**src/rtl/uart_mmio_if.sv**
```systemverilog
// CPU data-bus slice seen by the UART window: address, write data/mask/strobe,
// combinational read data and the transmit-side stall back to the CPU.
interface uart_mmio_if;
  logic [31:0] I_addr;
  logic [31:0] I_data;
  logic [3:0]  I_mask;
  logic        I_we;
  logic [31:0] O_data;
  logic        O_stall;

  modport master (
    output I_addr, I_data, I_mask, I_we,
    input  O_data, O_stall
  );

  modport slave (
    input  I_addr, I_data, I_mask, I_we,
    output O_data, O_stall
  );
endinterface

```
**src/rtl/uart_mmio.sv**
```systemverilog
// Memory-mapped 8N1 UART: DATA/STATUS registers in a 16-byte window, one TX holding
// register in front of a 10-bit shifter, and a mid-bit sampling receiver.
module uart_mmio #(
  parameter int unsigned CLK_HZ    = 48000000,
  parameter int unsigned BAUD      = 115200,
  parameter logic [31:0] BASE_ADDR = 32'h4000_0000
) (
  input  logic        I_clk,
  input  logic        I_rst,
  uart_mmio_if.slave  bus,
  input  logic        I_rx,
  output logic        O_tx
);

  localparam int unsigned DIV = CLK_HZ / BAUD;
  localparam int unsigned CW  = $clog2(DIV);
  localparam logic [CW-1:0] DivLast  = CW'(DIV - 1);
  localparam logic [CW-1:0] HalfLast = CW'(DIV / 2 - 1);

  typedef enum logic {TxIdle, TxShift} tx_state_e;
  typedef enum logic [1:0] {RxIdle, RxStart, RxData, RxStop} rx_state_e;

  tx_state_e     tx_state_q, tx_state_d;
  logic [7:0]    hold_q, hold_d;
  logic          hold_full_q, hold_full_d;
  logic [8:0]    tx_shift_q, tx_shift_d;
  logic [CW-1:0] tx_cnt_q, tx_cnt_d;
  logic [3:0]    tx_bit_q, tx_bit_d;
  logic          tx_q, tx_d;
  logic          tx_load;

  rx_state_e     rx_state_q, rx_state_d;
  logic          rx_meta_q, rx_sync_q;
  logic [CW-1:0] rx_cnt_q, rx_cnt_d;
  logic [2:0]    rx_bit_q, rx_bit_d;
  logic [7:0]    rx_shift_q, rx_shift_d;
  logic [7:0]    rx_byte_q, rx_byte_d;
  logic          rx_valid_q, rx_valid_d;
  logic          overrun_q, overrun_d;
  logic          frame_err_q, frame_err_d;
  logic          stop_evt;

  logic       sel, wr_en, data_wr, stat_wr, tx_busy;
  logic [1:0] offset;
  logic       unused_bits;

  assign sel     = bus.I_addr[31:4] == BASE_ADDR[31:4];
  assign offset  = bus.I_addr[3:2];
  assign wr_en   = sel & bus.I_we & bus.I_mask[0];
  assign data_wr = wr_en & (offset == 2'd0) & ~hold_full_q;
  assign stat_wr = wr_en & (offset == 2'd1);
  assign tx_busy = hold_full_q | (tx_state_q == TxShift);
  assign O_tx    = tx_q;

  assign bus.O_stall = wr_en & (offset == 2'd0) & hold_full_q;
  assign unused_bits = ^{bus.I_addr[1:0], bus.I_data[31:8], bus.I_mask[3:1]};

  always_comb begin
    bus.O_data = '0;
    if (sel) begin
      unique case (offset)
        2'd0:    bus.O_data = {24'b0, rx_byte_q};
        2'd1:    bus.O_data = {28'b0, frame_err_q, overrun_q, rx_valid_q, tx_busy};
        default: bus.O_data = '0;
      endcase
    end
  end

  // Loading straight out of the stop bit's final cycle keeps back-to-back frames gapless.
  always_comb begin
    tx_state_d  = tx_state_q;
    hold_d      = hold_q;
    hold_full_d = hold_full_q;
    tx_shift_d  = tx_shift_q;
    tx_cnt_d    = tx_cnt_q;
    tx_bit_d    = tx_bit_q;
    tx_d        = tx_q;
    tx_load     = 1'b0;
    if (data_wr) begin
      hold_d      = bus.I_data[7:0];
      hold_full_d = 1'b1;
    end
    unique case (tx_state_q)
      TxIdle: tx_load = hold_full_q;
      TxShift: begin
        if (tx_cnt_q == DivLast) begin
          tx_cnt_d = '0;
          if (tx_bit_q == 4'd9) begin
            tx_state_d = TxIdle;
            tx_load    = hold_full_q;
          end else begin
            tx_d       = tx_shift_q[0];
            tx_shift_d = {1'b1, tx_shift_q[8:1]};
            tx_bit_d   = tx_bit_q + 4'd1;
          end
        end else begin
          tx_cnt_d = tx_cnt_q + 1'b1;
        end
      end
    endcase
    if (tx_load) begin
      tx_state_d  = TxShift;
      tx_shift_d  = {1'b1, hold_q};
      tx_d        = 1'b0;
      tx_cnt_d    = '0;
      tx_bit_d    = '0;
      hold_full_d = 1'b0;
    end
  end

  always_comb begin
    rx_state_d  = rx_state_q;
    rx_cnt_d    = rx_cnt_q;
    rx_bit_d    = rx_bit_q;
    rx_shift_d  = rx_shift_q;
    rx_byte_d   = rx_byte_q;
    rx_valid_d  = rx_valid_q;
    overrun_d   = overrun_q;
    frame_err_d = frame_err_q;
    stop_evt    = 1'b0;
    unique case (rx_state_q)
      RxIdle: begin
        if (!rx_sync_q) begin
          rx_state_d = RxStart;
          rx_cnt_d   = '0;
        end
      end
      RxStart: begin
        if (rx_cnt_q == HalfLast) begin
          rx_cnt_d   = '0;
          rx_bit_d   = '0;
          rx_state_d = rx_sync_q ? RxIdle : RxData;
        end else begin
          rx_cnt_d = rx_cnt_q + 1'b1;
        end
      end
      RxData: begin
        if (rx_cnt_q == DivLast) begin
          rx_cnt_d   = '0;
          rx_shift_d = {rx_sync_q, rx_shift_q[7:1]};
          rx_bit_d   = rx_bit_q + 3'd1;
          if (rx_bit_q == 3'd7) rx_state_d = RxStop;
        end else begin
          rx_cnt_d = rx_cnt_q + 1'b1;
        end
      end
      RxStop: begin
        if (rx_cnt_q == DivLast) begin
          rx_cnt_d   = '0;
          stop_evt   = 1'b1;
          rx_state_d = RxIdle;
        end else begin
          rx_cnt_d = rx_cnt_q + 1'b1;
        end
      end
    endcase
    if (stat_wr && bus.I_data[1]) rx_valid_d  = 1'b0;
    if (stat_wr && bus.I_data[2]) overrun_d   = 1'b0;
    if (stat_wr && bus.I_data[3]) frame_err_d = 1'b0;
    // A clear of rx_valid landing with a new byte counts as empty: the new byte wins.
    if (stop_evt) begin
      if (!rx_valid_q || (stat_wr && bus.I_data[1])) begin
        rx_byte_d  = rx_shift_q;
        rx_valid_d = 1'b1;
        if (!rx_sync_q) frame_err_d = 1'b1;
      end else begin
        overrun_d = 1'b1;
      end
    end
  end

  always_ff @(posedge I_clk or posedge I_rst) begin
    if (I_rst) begin
      tx_state_q  <= TxIdle;
      hold_q      <= '0;
      hold_full_q <= 1'b0;
      tx_shift_q  <= '1;
      tx_cnt_q    <= '0;
      tx_bit_q    <= '0;
      tx_q        <= 1'b1;
    end else begin
      tx_state_q  <= tx_state_d;
      hold_q      <= hold_d;
      hold_full_q <= hold_full_d;
      tx_shift_q  <= tx_shift_d;
      tx_cnt_q    <= tx_cnt_d;
      tx_bit_q    <= tx_bit_d;
      tx_q        <= tx_d;
    end
  end

  always_ff @(posedge I_clk or posedge I_rst) begin
    if (I_rst) begin
      rx_meta_q   <= 1'b1;
      rx_sync_q   <= 1'b1;
      rx_state_q  <= RxIdle;
      rx_cnt_q    <= '0;
      rx_bit_q    <= '0;
      rx_shift_q  <= '0;
      rx_byte_q   <= '0;
      rx_valid_q  <= 1'b0;
      overrun_q   <= 1'b0;
      frame_err_q <= 1'b0;
    end else begin
      rx_meta_q   <= I_rx;
      rx_sync_q   <= rx_meta_q;
      rx_state_q  <= rx_state_d;
      rx_cnt_q    <= rx_cnt_d;
      rx_bit_q    <= rx_bit_d;
      rx_shift_q  <= rx_shift_d;
      rx_byte_q   <= rx_byte_d;
      rx_valid_q  <= rx_valid_d;
      overrun_q   <= overrun_d;
      frame_err_q <= frame_err_d;
    end
  end

endmodule

```
**src/flat_wrapper.sv**
```systemverilog
// flat-port wrapper written by rule: the top's interface ports become plain ports
module uart_mmio_flat 
#(
  parameter int unsigned CLK_HZ    = 48000000,
  parameter int unsigned BAUD      = 115200,
  parameter logic [31:0] BASE_ADDR = 32'h4000_0000
)
  (I_clk, I_rst, I_rx, O_tx, bus_I_addr, bus_I_data, bus_I_mask, bus_I_we, bus_O_data, bus_O_stall);
  uart_mmio_if bus_i ();
  input  logic I_clk;
  input  logic I_rst;
  input  logic I_rx;
  output logic O_tx;
  input wire logic [$bits(bus_i.I_addr)-1:0] bus_I_addr;
  input wire logic [$bits(bus_i.I_data)-1:0] bus_I_data;
  input wire logic [$bits(bus_i.I_mask)-1:0] bus_I_mask;
  input wire logic [$bits(bus_i.I_we)-1:0] bus_I_we;
  output wire logic [$bits(bus_i.O_data)-1:0] bus_O_data;
  output wire logic [$bits(bus_i.O_stall)-1:0] bus_O_stall;
  assign bus_i.I_addr = bus_I_addr;
  assign bus_i.I_data = bus_I_data;
  assign bus_i.I_mask = bus_I_mask;
  assign bus_i.I_we = bus_I_we;
  assign bus_O_data = bus_i.O_data;
  assign bus_O_stall = bus_i.O_stall;
  uart_mmio #(.CLK_HZ(CLK_HZ), .BAUD(BAUD), .BASE_ADDR(BASE_ADDR)) u_core (.I_clk(I_clk), .I_rst(I_rst), .bus(bus_i), .I_rx(I_rx), .O_tx(O_tx));
endmodule
```
**config.mk**
```make
export PLATFORM = sky130hd
export DESIGN_NAME = uart_mmio_flat
export DESIGN_NICKNAME = d
export VERILOG_FILES = /design/src/rtl/uart_mmio_if.sv /design/src/rtl/uart_mmio.sv /design/src/flat_wrapper.sv
export SDC_FILE = /design/constraint.sdc
export NUM_CORES = 1
export LEC_CHECK = 0
export CORE_MARGIN = 8
export CORE_UTILIZATION = 40
export DETAILED_ROUTE_END_ITERATION = 12
export PLACE_DENSITY_LB_ADDON = 0.1
export SYNTH_ARGS = -nofsm -noshare
export SYNTH_HDL_FRONTEND = slang
export SYNTH_SLANG_ARGS = --single-unit
```
**constraint.sdc**
```tcl
create_clock -name I_clk -period 3.1 [get_ports I_clk]
set_clock_uncertainty 0.15 [all_clocks]
set_input_delay 0.775 -clock I_clk [delete_from_list [all_inputs] [get_ports I_clk]]
set_output_delay 0.775 -clock I_clk [all_outputs]
set_load 0.01 [all_outputs]
```
# Word-level counts from Yosys, hierarchy flattened
# Cells that the tools add are included.
dict set report word_totals {
  word_cells 115
  in_bits 72
  regBits 68
  output_inout_bits 34
}
dict set report classes {
  bitwise 9
  eq_ne 16
  add_sub_neg 4
  n_reduce_logical 17
  n_mux 52
}
# cell n
set op_table {}
lappend op_table {{2-to-1 mux 9 bit} 10}
lappend op_table {{== test 28 x 27 -> 1 bit (second input constant)} 1}
lappend op_table {{case mux 9 bit (3 select lines)} 1}
lappend op_table {{2-to-1 mux 1 bit} 24}
lappend op_table {{adder 9 x 1 -> 9 bit (second input constant)} 2}
lappend op_table {{== test 9 bit (second input constant)} 2}
lappend op_table {{2-to-1 mux 4 bit} 4}
lappend op_table {{case mux 8 bit (2 select lines)} 1}
lappend op_table {{2-to-1 mux 2 bit} 6}
lappend op_table {{inequality test 2 x 1 -> 1 bit (second input constant)} 5}
lappend op_table {{== test 9 x 8 -> 1 bit (second input constant)} 1}
lappend op_table {{2-to-1 mux 8 bit} 1}
lappend op_table {{case mux 2 bit (4 select lines)} 1}
lappend op_table {{nonzero test 2 bit} 4}
lappend op_table {{bitwise AND 1 bit} 6}
lappend op_table {{2-to-1 mux 3 bit} 2}
lappend op_table {{case mux 3 bit (2 select lines)} 1}
lappend op_table {{AND reduction 3 bit} 2}
lappend op_table {{AND reduction 5 bit} 1}
lappend op_table {{adder 4 x 1 -> 4 bit (second input constant)} 1}
lappend op_table {{== test 2 x 1 -> 1 bit (second input constant)} 2}
lappend op_table {{== test 2 bit (second input constant)} 2}
lappend op_table {{== test 4 bit (second input constant)} 1}
lappend op_table {{zero test 2 bit} 2}
lappend op_table {{11 further kinds} 15}

# Logic depth before layout (Yosys ltp)
# Gate-level depths: netlist of the first run.
dict set report logic_depth {
  depth_word 9
  depth_mapped 8
  ltp_nobuf 7
}

# Least setup slack after synthesis of the first run
# No wires, ideal clock.
dict set report synth_path {
  path_type {input-to-output}
  from {input port bus_I_addr[28]}
  to {output port bus_O_stall}
  t_arrival_ps 1900
  path_buffers 1
  setup_slack_ps 275
  cell_stages 6
  t_required_ps 2175
  cell_sequence {nor4b_1 nand4_1 or2_1 buf_2 nor3_1 and2_1}
}
dict set report synth_via {
  elab_chain_len 5
}
# element line
set synth_rtl {}
lappend synth_rtl {{from (decl)} flat_wrapper.sv:14} ;# input wire logic [$bits(bus_i.I_addr)-1:0] bus_I_addr;
lappend synth_rtl {{== test 28 x 27 -> 1 bit} uart_mmio.sv:47} ;# assign sel = bus.I_addr[31:4] == BASE_ADDR[31:4];
lappend synth_rtl {{bitwise AND 1 bit (2 in series)} uart_mmio.sv:49} ;# assign wr_en = sel & bus.I_we & bus.I_mask[0];
lappend synth_rtl {{bitwise AND 1 bit (2 in series)} uart_mmio.sv:55} ;# assign bus.O_stall = wr_en & (offset == 2'd0) & hold_full_q;
lappend synth_rtl {{to (decl)} flat_wrapper.sv:19} ;# output wire logic [$bits(bus_i.O_stall)-1:0] bus_O_stall;
# Every way passes these cells.

# Worst setup path after layout of the first run
dict set report layout_path {
  from {input port bus_I_addr[21]}
  to {output port bus_O_data[6]}
}
dict set report layout_via {
  elab_chain_len 2
}
# element line
set layout_rtl {}
lappend layout_rtl {{== test 28 x 27 -> 1 bit} uart_mmio.sv:47}
lappend layout_rtl {{2-to-1 mux 8 bit} uart_mmio.sv:60} ;# if (sel) begin
lappend layout_rtl {{to (decl)} flat_wrapper.sv:18} ;# output wire logic [$bits(bus_i.O_data)-1:0] bus_O_data;
# Every way passes these cells.

==> results of run 1 <==
registers in the layout, indices dropped and copies added, names as in the netlist, 3 cells and up, named ones only:
name and cells:
u_core.rx_shift_q 8, u_core.rx_bit_q 3, u_core.rx_cnt_q 9, u_core.tx_bit_q 4, u_core.hold_q 8, u_core.tx_shift_q 8
u_core.rx_byte_q 8, u_core.tx_cnt_q 9
path summary, 6_finish.rpt:
| check | slack, ns | from | endpoint |
|---|---|---|---|
| min in group asynchronous | 0.66 | I_rst | u_core.tx_cnt_q[0]$_DFFE_PP0P_ |
| max in group asynchronous | 1.46 | I_rst | u_core.rx_sync_q$_DFF_PP1_ |
| setup / recovery | -0.05 | bus_I_addr[21] | bus_O_data[6] |
| hold / removal | 0.21 | u_core.rx_meta_q$_DFF_PP1_ | u_core.rx_sync_q$_DFF_PP1_ |
| hold reg to reg | 0.21 | u_core.rx_meta_q$_DFF_PP1_ | u_core.rx_sync_q$_DFF_PP1_ |
| setup reg to reg | 0.68 | u_core.tx_cnt_q[0]$_DFFE_PP0P_ | u_core.tx_shift_q[3]$_DFFE_PP1P_ |
Yosys cell counts, types with 2 or more instances:
master,instances
nor3_1,4
nand2_1,35
a21oi_1,8
buf_4,24
dfstp_2,11
a21o_1,5
o21ai_0,22
buf_2,2
and2_1,7
dfrtp_1,56
o31ai_1,4
and3_1,2
o22ai_1,8
nor2b_1,2
mux2i_1,8
nor4_1,5
a22o_1,3
o41ai_1,2
a211oi_1,2
nor2_1,29
ha_1,11
and4_1,3
nand4_1,5
clkbuf_1,6
xnor2_1,2
mux2_2,25
a31oi_1,3
inv_1,11
nand2b_1,3
or3_1,2
xor2_1,2
nand3_1,9
what timing repair did:
item,4_1_cts,5_1_grt
resized for setup,136,21
setup endpoints to repair,9,9
pin swaps,13,16
buffers inserted,3,1
worst register-to-register path, stage by stage, from the launching register on:
cell	delay (ns)
dfrtp_1	0.43
ha_1	0.25
nand4_1	0.24
o31ai_4	0.47
nand3_1	0.46
o22ai_1	0.28
nor2_1	0.07
area by class of cell:
class                      count  area share
tap                          108      0.0306
sequential                    67       0.382
timing repair buffer          70       0.135
clock buffer                  10      0.0311
clock inverter                 6      0.0144
inverter                      11     0.00934
multi-input combinational    254       0.397
through the flow:
| stage | utilization | cell area (um2) | setup WS [ns] | setup TNS (ns) | cells |
|---|---|---|---|---|---|
| 2_1_floorplan | - | 3600 | 0.275 | 0 | 365 |
| 6_report | 0.512 | 4420 | -0.0514 | -0.202 | 526 |
| 4_1_cts | 0.504 | 4350 | -0.117 | -0.162 | 525 |
| 3_5_place_dp | 0.480 | 4150 | -0.879 | -10.06 | 506 |
| 5_1_grt | 0.512 | 4420 | -0.109 | -0.542 | 526 |
| 3_3_place_gp | 0.480 | 4150 | -0.847 | -9.51 | 506 |
power groups by stage:
stage | clock, mW | combinational, mW | sequential [mW]
after floorplan | 0 | 0.0622 | 0.897
after global placement | 0 | 0.109 | 0.898
after detailed placement | 0 | 0.109 | 0.898
after CTS | 0.758 | 0.105 | 0.881
after global routing | 0.795 | 0.122 | 0.882
final | 0.743 | 0.109 | 0.881
kinds of logic (layout without fill, tap and decap cells):
family,count (synthesis),after routing,share of synthesized area
other cells,1,24,0.00107
simple gates,116,116,0.167
xor+xnor,4,4,0.00997
compound gates,66,66,0.123
fa+ha+maj,11,11,0.0391
buf+inv,44,97,0.0762
flops,67,67,0.481
mux,33,33,0.103
routing by layer:
metal  global-route usage  up-vias
met5                    0        -
li1                     -     1310
met3               0.0311       10
met2                0.213       65
met1                0.173     1308
met4               0.0636        0
==> reports/summary.json, run 1 <==
{
  "grt_antenna_before_repair": {"value": 0},
  "timing.slew.headroom": {"value": 0.509},
  "routed.top_layer": {"value": "met4"},
  "final_cell_mix": {"value": "56 x dfrtp_1, 35 x nand2_1, 27 x nor2_1"},
  "postSynthAreaPerCell": {"value": 10.3, "unit": "um2"},
  "final_critical_delay_including_setup_and_external_delays": {"value": 3.15, "unit": "ns"},
  "timing.fmax": {"value": 0.317, "unit": "GHz"},
  "total_i_o_pin_count": {"value": 106},
  "post-synth-top-area-cell": {"value": "dfrtp_1"},
  "synth-edff-count": {"value": 0},
  "cell_chosen_for_the_clock_root": {"value": "clkbuf_8"},
  "post-dp-hpwl": {"value": 5.93, "unit": "mm"},
  "routed-wl-met2": {"value": 3.69, "unit": "mm"},
  "path_common_cell": {"value": "buf_6"},
  "die-area": {"value": 12000, "unit": "um2"},
  "drc_errors": {"value": 0},
  "vias_in_the_first_global_route": {"value": 2637},
  "syn_warnings": {"value": 0},
  "critical_path.max_fanout": {"value": 4},
  "worstPathCellList": {"value": "buf_6, nor4_4, nand4_1, or2_4, buf_6, nor2_4, and2_1, buf_2"},
  "share_comb_of_total_power": {"value": 0.063},
  "post_synthesis_async_set_or_reset_flop_share": {"value": 1.00},
  "share_of_post_route_cells_with_drive_strength_above_1": {"value": 0.287},
  "critical_path_class": {"value": "primary input to output pin"},
  "setup_viol_count_final": {"value": 5},
  "share_clk_of_total_power": {"value": 0.428},
  "1st_pass_router_iterations": {"value": 5},
  "critPathBufInv": {"value": 3},
  "power_switching": {"value": 410, "unit": "uW"},
  "grt_max_degree": {"value": 28},
  "power.ir.vdd_worst": {"value": 0.000190, "unit": "V"},
  "dieWidth": {"value": 110, "unit": "um"},
  "critPathSlowestCell": {"value": "or2_4"},
  "ant_nets": {"value": 0},
  "critPathArrivalTime": {"value": 2.23, "unit": "ns"},
  "antenna_cells_inserted": {"value": 0},
  "clk_pin_slew_worst_paths": {"value": 0.06, "unit": "ns"},
  "post_synth_inst_count": {"value": 342},
  "synthesis.area": {"value": 3520, "unit": "um2"},
  "overflow": {"value": 0},
  "initial_core_util": {"value": 0.407},
  "route.layer.met1.wl": {"value": 3.55, "unit": "mm"},
  "min_path_type": {"value": "flip-flop to flip-flop"},
  "wl_met3": {"value": 537, "unit": "um"},
  "worst-slew-pin-transition": {"value": 0.727, "unit": "ns"},
  "layout.area.seq": {"value": 1690, "unit": "um2"},
  "synth_ff_type": {"value": "dfrtp_1"},
  "ctsHtreeMaxLevel": {"value": 3},
  "top_area_cell_type_share_of_the_netlist_area": {"value": 0.399},
  "setup_repair_after_global_routing_missed_its_margin": {"value": "true"},
  "overall_power_of_the_completed_layout": {"value": 1.73, "unit": "mW"},
  "nFillCells": {"value": 788},
  "outcome": {"value": "complete, but fails checks"},
  "worstSkewPairLatency": {"value": 0.34, "unit": "ns"},
  "cts_buffers": {"value": 9},
  "detail_route.vias_per_cell": {"value": 5.12},
  "setup_ws": {"value": -0.0514, "unit": "ns"},
  "hold_slack": {"value": 0.208, "unit": "ns"},
  "nNetsFinal": {"value": 496},
  "grt.total_usage": {"value": 0.136},
  "critPathCaptureType": {"value": "output pin"},
  "final_hold_vios": {"value": 0},
  "area_taken_by_multi_input_logic_gates": {"value": 1760, "unit": "um2"},
  "number_of_buffers_on_the_longest_clock_path": {"value": 2},
  "path_depth": {"value": 8},
  "route.vias.total": {"value": 2693},
  "chipHeight": {"value": 110, "unit": "um"},
  "grt_first_pass_wirelength": {"value": 12.9, "unit": "mm"},
  "totalWireLength": {"value": 7.88, "unit": "mm"},
  "synth_sequential_area_ratio": {"value": 0.481},
  "gpl_wtd_cong": {"value": 0.752},
  "worst_hold_path.num_cells": {"value": 0},
  "drt-initial-drc-count": {"value": 56},
  "tritoncts": {"value": "built"},
  "power.static_leakage": {"value": 2.03, "unit": "nW"},
  "startpoint_type": {"value": "primary input"},
  "swShare": {"value": 0.236},
  "portBuffers": {"value": 52},
  "worst_path_largest_cell_delay": {"value": 0.33, "unit": "ns"},
  "synth.ff_latch_count": {"value": 67},
  "layout-area-overhead-vs-synth": {"value": 25.7, "unit": "%"},
  "final.period_utilization": {"value": 1.02},
  "timing.critical_path.max_delay_family": {"value": "simple AND/OR/NAND/NOR gates"},
  "cts-hold-fix-buffers": {"value": 0},
  "internal_power": {"value": 1.32, "unit": "mW"},
  "post_synth_num_cell_types": {"value": 53},
  "power.density_cell_area": {"value": 392, "unit": "nW/um2"},
  "failed_checks": {"value": "negative setup slack"},
  "timing.final.max_slew_violations": {"value": 0},
  "post_drt_wl_per_cell": {"value": 15.0, "unit": "um"},
  "rows": {"value": 34},
  "share_seq_of_total_power": {"value": 0.508},
  "layout_commonest_cell": {"value": "dfrtp_1"},
  "cap_violations": {"value": 0},
  "coreArea": {"value": 8640, "unit": "um2"},
  "tritoncts_num_sinks": {"value": 67},
  "worst-r2r-cell-count": {"value": 6},
  "synth_area_leaders": {"value": "dfrtp_1 40%, dfstp_2 8.2%, mux2_2 8.0%"},
  "crit_required": {"value": 2.17, "unit": "ns"}
}
Note: power is estimated with default switching activity, not from simulation.
==> inputs of run 2 (changes only) <==
- DONT_BUFFER_PORTS: unset -> 1
- clock period: 3.1 -> 3.65 ns (I/O delays scaled with it)
==> run 2 against run 1 <==
Against the previous run: the run now ends clean; global-route usage fell by 0.83 points; register-to-register slack improved by 0.54 ns; final area fell by 15%; sequential power fell by 15%; non-clock buffer count fell by 65; die area did not move; final cell count fell by 12%; utilization fell by 7.9 points; clock-buffer cell count did not move; sequential cell count did not move.
==> reports/summary.json, run 2 (synthesis results as in run 1) <==
{
  "cell_chosen_for_the_clock_root": {"value": "clkbuf_8"},
  "number_of_buffers_on_the_longest_clock_path": {"value": 2, "change": "unchanged"},
  "share_of_post_route_cells_with_drive_strength_above_1": {"value": 0.181, "change": "-0.106"},
  "initial_core_util": {"value": 0.407, "change": "unchanged"},
  "area_taken_by_multi_input_logic_gates": {"value": 1640, "unit": "um2", "change": "-6.3%"},
  "layout-area-overhead-vs-synth": {"value": 6.26, "unit": "%"},
  "timing.final.max_slew_violations": {"value": 0, "change": "unchanged"},
  "grt_antenna_before_repair": {"value": 0, "change": "unchanged"},
  "power.static_leakage": {"value": 1.68, "unit": "nW", "change": "-17%"},
  "timing.fmax": {"value": 0.291, "unit": "GHz"},
  "dp_cells": {"value": 445, "change": "-12%"},
  "setup_tns": {"value": 0, "unit": "ns", "change": "+0.202 ns"},
  "nNetsFinal": {"value": 431, "change": "-13%"},
  "die-area": {"value": 12000, "unit": "um2", "change": "unchanged"},
  "clk_pin_slew_worst_paths": {"value": 0.07, "unit": "ns", "change": "about the same"},
  "rows": {"value": 34, "change": "unchanged"},
  "hold_slack": {"value": 0.207, "unit": "ns", "change": "-0.000665 ns"},
  "layout_commonest_cell": {"value": "dfrtp_1"},
  "min-delay-start": {"value": "u_core.rx_meta_q$_DFF_PP1_"},
  "r2r-end": {"value": "u_core.rx_cnt_q[0]$_DFFE_PP0N_"},
  "post-dp-hpwl": {"value": 5.56, "unit": "mm", "change": "-6.2%"},
  "portBuffers": {"value": 0, "change": "-100%"},
  "antenna_cells_inserted": {"value": 0, "change": "unchanged"},
  "grt_first_pass_wirelength": {"value": 11.9, "unit": "mm", "change": "-7.5%"},
  "power.ir.vdd_worst": {"value": 0.000216, "unit": "V", "change": "+13%"},
  "critical_path_class": {"value": "primary input to output pin"},
  "vias_in_the_first_global_route": {"value": 2370, "change": "-10%"},
  "post_drt_wl_per_cell": {"value": 16.0, "unit": "um", "change": "+7.0%"},
  "ctsHtreeMaxLevel": {"value": 3, "change": "unchanged"},
  "tritoncts_num_sinks": {"value": 67, "change": "unchanged"},
  "drt-initial-drc-count": {"value": 53, "change": "-5.4%"},
  "totalWireLength": {"value": 7.39, "unit": "mm", "change": "-6.2%"},
  "gpl_wtd_cong": {"value": 0.718, "change": "-4.6%"},
  "final.period_utilization": {"value": 0.941},
  "coreArea": {"value": 8640, "unit": "um2", "change": "unchanged"},
  "worst-r2r-cell-count": {"value": 6, "change": "unchanged"},
  "total_i_o_pin_count": {"value": 106, "change": "unchanged"},
  "postCtsSetupBuffers": {"value": 0, "change": "-3"},
  "final_hold_vios": {"value": 0, "change": "unchanged"},
  "timing.hold.worst_endpoint": {"value": "u_core.rx_sync_q$_DFF_PP1_"},
  "overall_power_of_the_completed_layout": {"value": 1.36, "unit": "mW", "change": "-22%"},
  "overflow": {"value": 0, "change": "unchanged"},
  "nFillCells": {"value": 855, "change": "+8.5%"},
  "worst-slew-pin-transition": {"value": 0.776, "unit": "ns", "change": "+0.0486 ns"},
  "cap_violations": {"value": 0, "change": "unchanged"},
  "tritoncts": {"value": "built"},
  "outcome": {"value": "finished, final reports clean"},
  "startpoint_type": {"value": "primary input"},
  "cts.repair.resized": {"value": 0, "change": "-100%"},
  "route.vias.total": {"value": 2410, "change": "-11%"},
  "layout.area.seq": {"value": 1690, "unit": "um2", "change": "unchanged"},
  "setup_repair_after_global_routing_missed_its_margin": {"value": "false"},
  "final_cell_mix": {"value": "56 x dfrtp_1, 35 x nand2_1, 29 x nor2_1"},
  "detail_route.vias_per_cell": {"value": 5.23, "change": "+2.1%"},
  "min_path_type": {"value": "flip-flop to flip-flop"},
  "dieWidth": {"value": 110, "unit": "um", "change": "unchanged"},
  "power.density_cell_area": {"value": 363, "unit": "nW/um2", "change": "-7.3%"},
  "crit_required": {"value": 2.59, "unit": "ns", "change": "+0.42 ns"},
  "place_worst_setup_slack": {"value": 0.159, "unit": "ns", "change": "+1.04 ns"},
  "reg2reg_setup_slack": {"value": 1.22, "unit": "ns", "change": "+0.54 ns"},
  "grt.total_usage": {"value": 0.127, "change": "-0.00829"},
  "r2r_start": {"value": "u_core.rx_cnt_q[0]$_DFFE_PP0N_"},
  "cts-hold-fix-buffers": {"value": 0, "change": "unchanged"},
  "setup_viol_count_final": {"value": 0, "change": "-5"},
  "worstSkewPairLatency": {"value": 0.34, "unit": "ns", "change": "about the same"},
  "1st_pass_router_iterations": {"value": 4, "change": "-1"},
  "final_critical_delay_including_setup_and_external_delays": {"value": 3.44, "unit": "ns"},
  "drc_errors": {"value": 0, "change": "unchanged"},
  "cts_buffers": {"value": 9, "change": "unchanged"},
  "ant_nets": {"value": 0, "change": "unchanged"},
  "critPathArrivalTime": {"value": 2.37, "unit": "ns", "change": "+0.14 ns"},
  "fin_cells": {"value": 461, "change": "-12%"},
  "chipHeight": {"value": 110, "unit": "um", "change": "unchanged"},
  "top_registers": {"value": "u_core.rx_cnt_q x9, u_core.tx_cnt_q x9"},
  "critPathCaptureType": {"value": "output pin"},
  "critical_path.max_fanout": {"value": 5, "change": "+1"},
  "timing.slew.headroom": {"value": 0.482, "change": "-0.0268"},
  "setup_ws": {"value": 0.214, "unit": "ns", "change": "+0.265 ns"},
  "grt_max_degree": {"value": 38, "change": "+36%"},
  "worstSetupStartpoint": {"value": "bus_I_addr[6]"},
  "worst_hold_path.num_cells": {"value": 0, "change": "unchanged"}
}
[run 2: layer usage]
layer	track usage	share of wire
met3	0.0352	0.067
met1	0.160	0.45
met2	0.206	0.47
met4	0.0434	0.012
met5	0	0
[run 2: worst max-delay path, stage by stage]
cell	delay, ns
nor3_1	0.33
nand4_1	0.24
or2_1	0.35
nor2_1	0.30
and2_1	0.24
[run 2: how the worst max path moves through the flow]
stage	end	slack [ns]	depth (start not counted)
after floorplan	bus_O_stall	0.55	6
after global placement	bus_O_data[6]	0.18	5
after detailed placement	bus_O_data[6]	0.16	5
after CTS	bus_O_data[6]	0.15	5
after global routing	bus_O_data[6]	0.04	5
final	bus_O_data[6]	0.21	5
[run 2: area by class of cell]
class,count,area share
multi-input combinational,254,0.440
clock buffer,10,0.0368
sequential,67,0.452
clock inverter,6,0.0134
inverter,11,0.0111
timing repair buffer,5,0.0100
tap,108,0.0362
[run 2: metrics by stage]
stage | instance area (um2) | utilization
final | 3740 | 0.433
after global routing | 3740 | 0.433
after CTS | 3740 | 0.433
after detailed placement | 3550 | 0.411
after global placement | 3550 | 0.411
after floorplan | 3600 | -
[run 2: power breakdown]
part           internal [mW]  switching, mW  total (mW)
sequential             0.746        0.00219       0.749
clock                  0.270          0.300       0.570
combinational        0.00672         0.0322      0.0389
total                   1.02          0.334        1.36
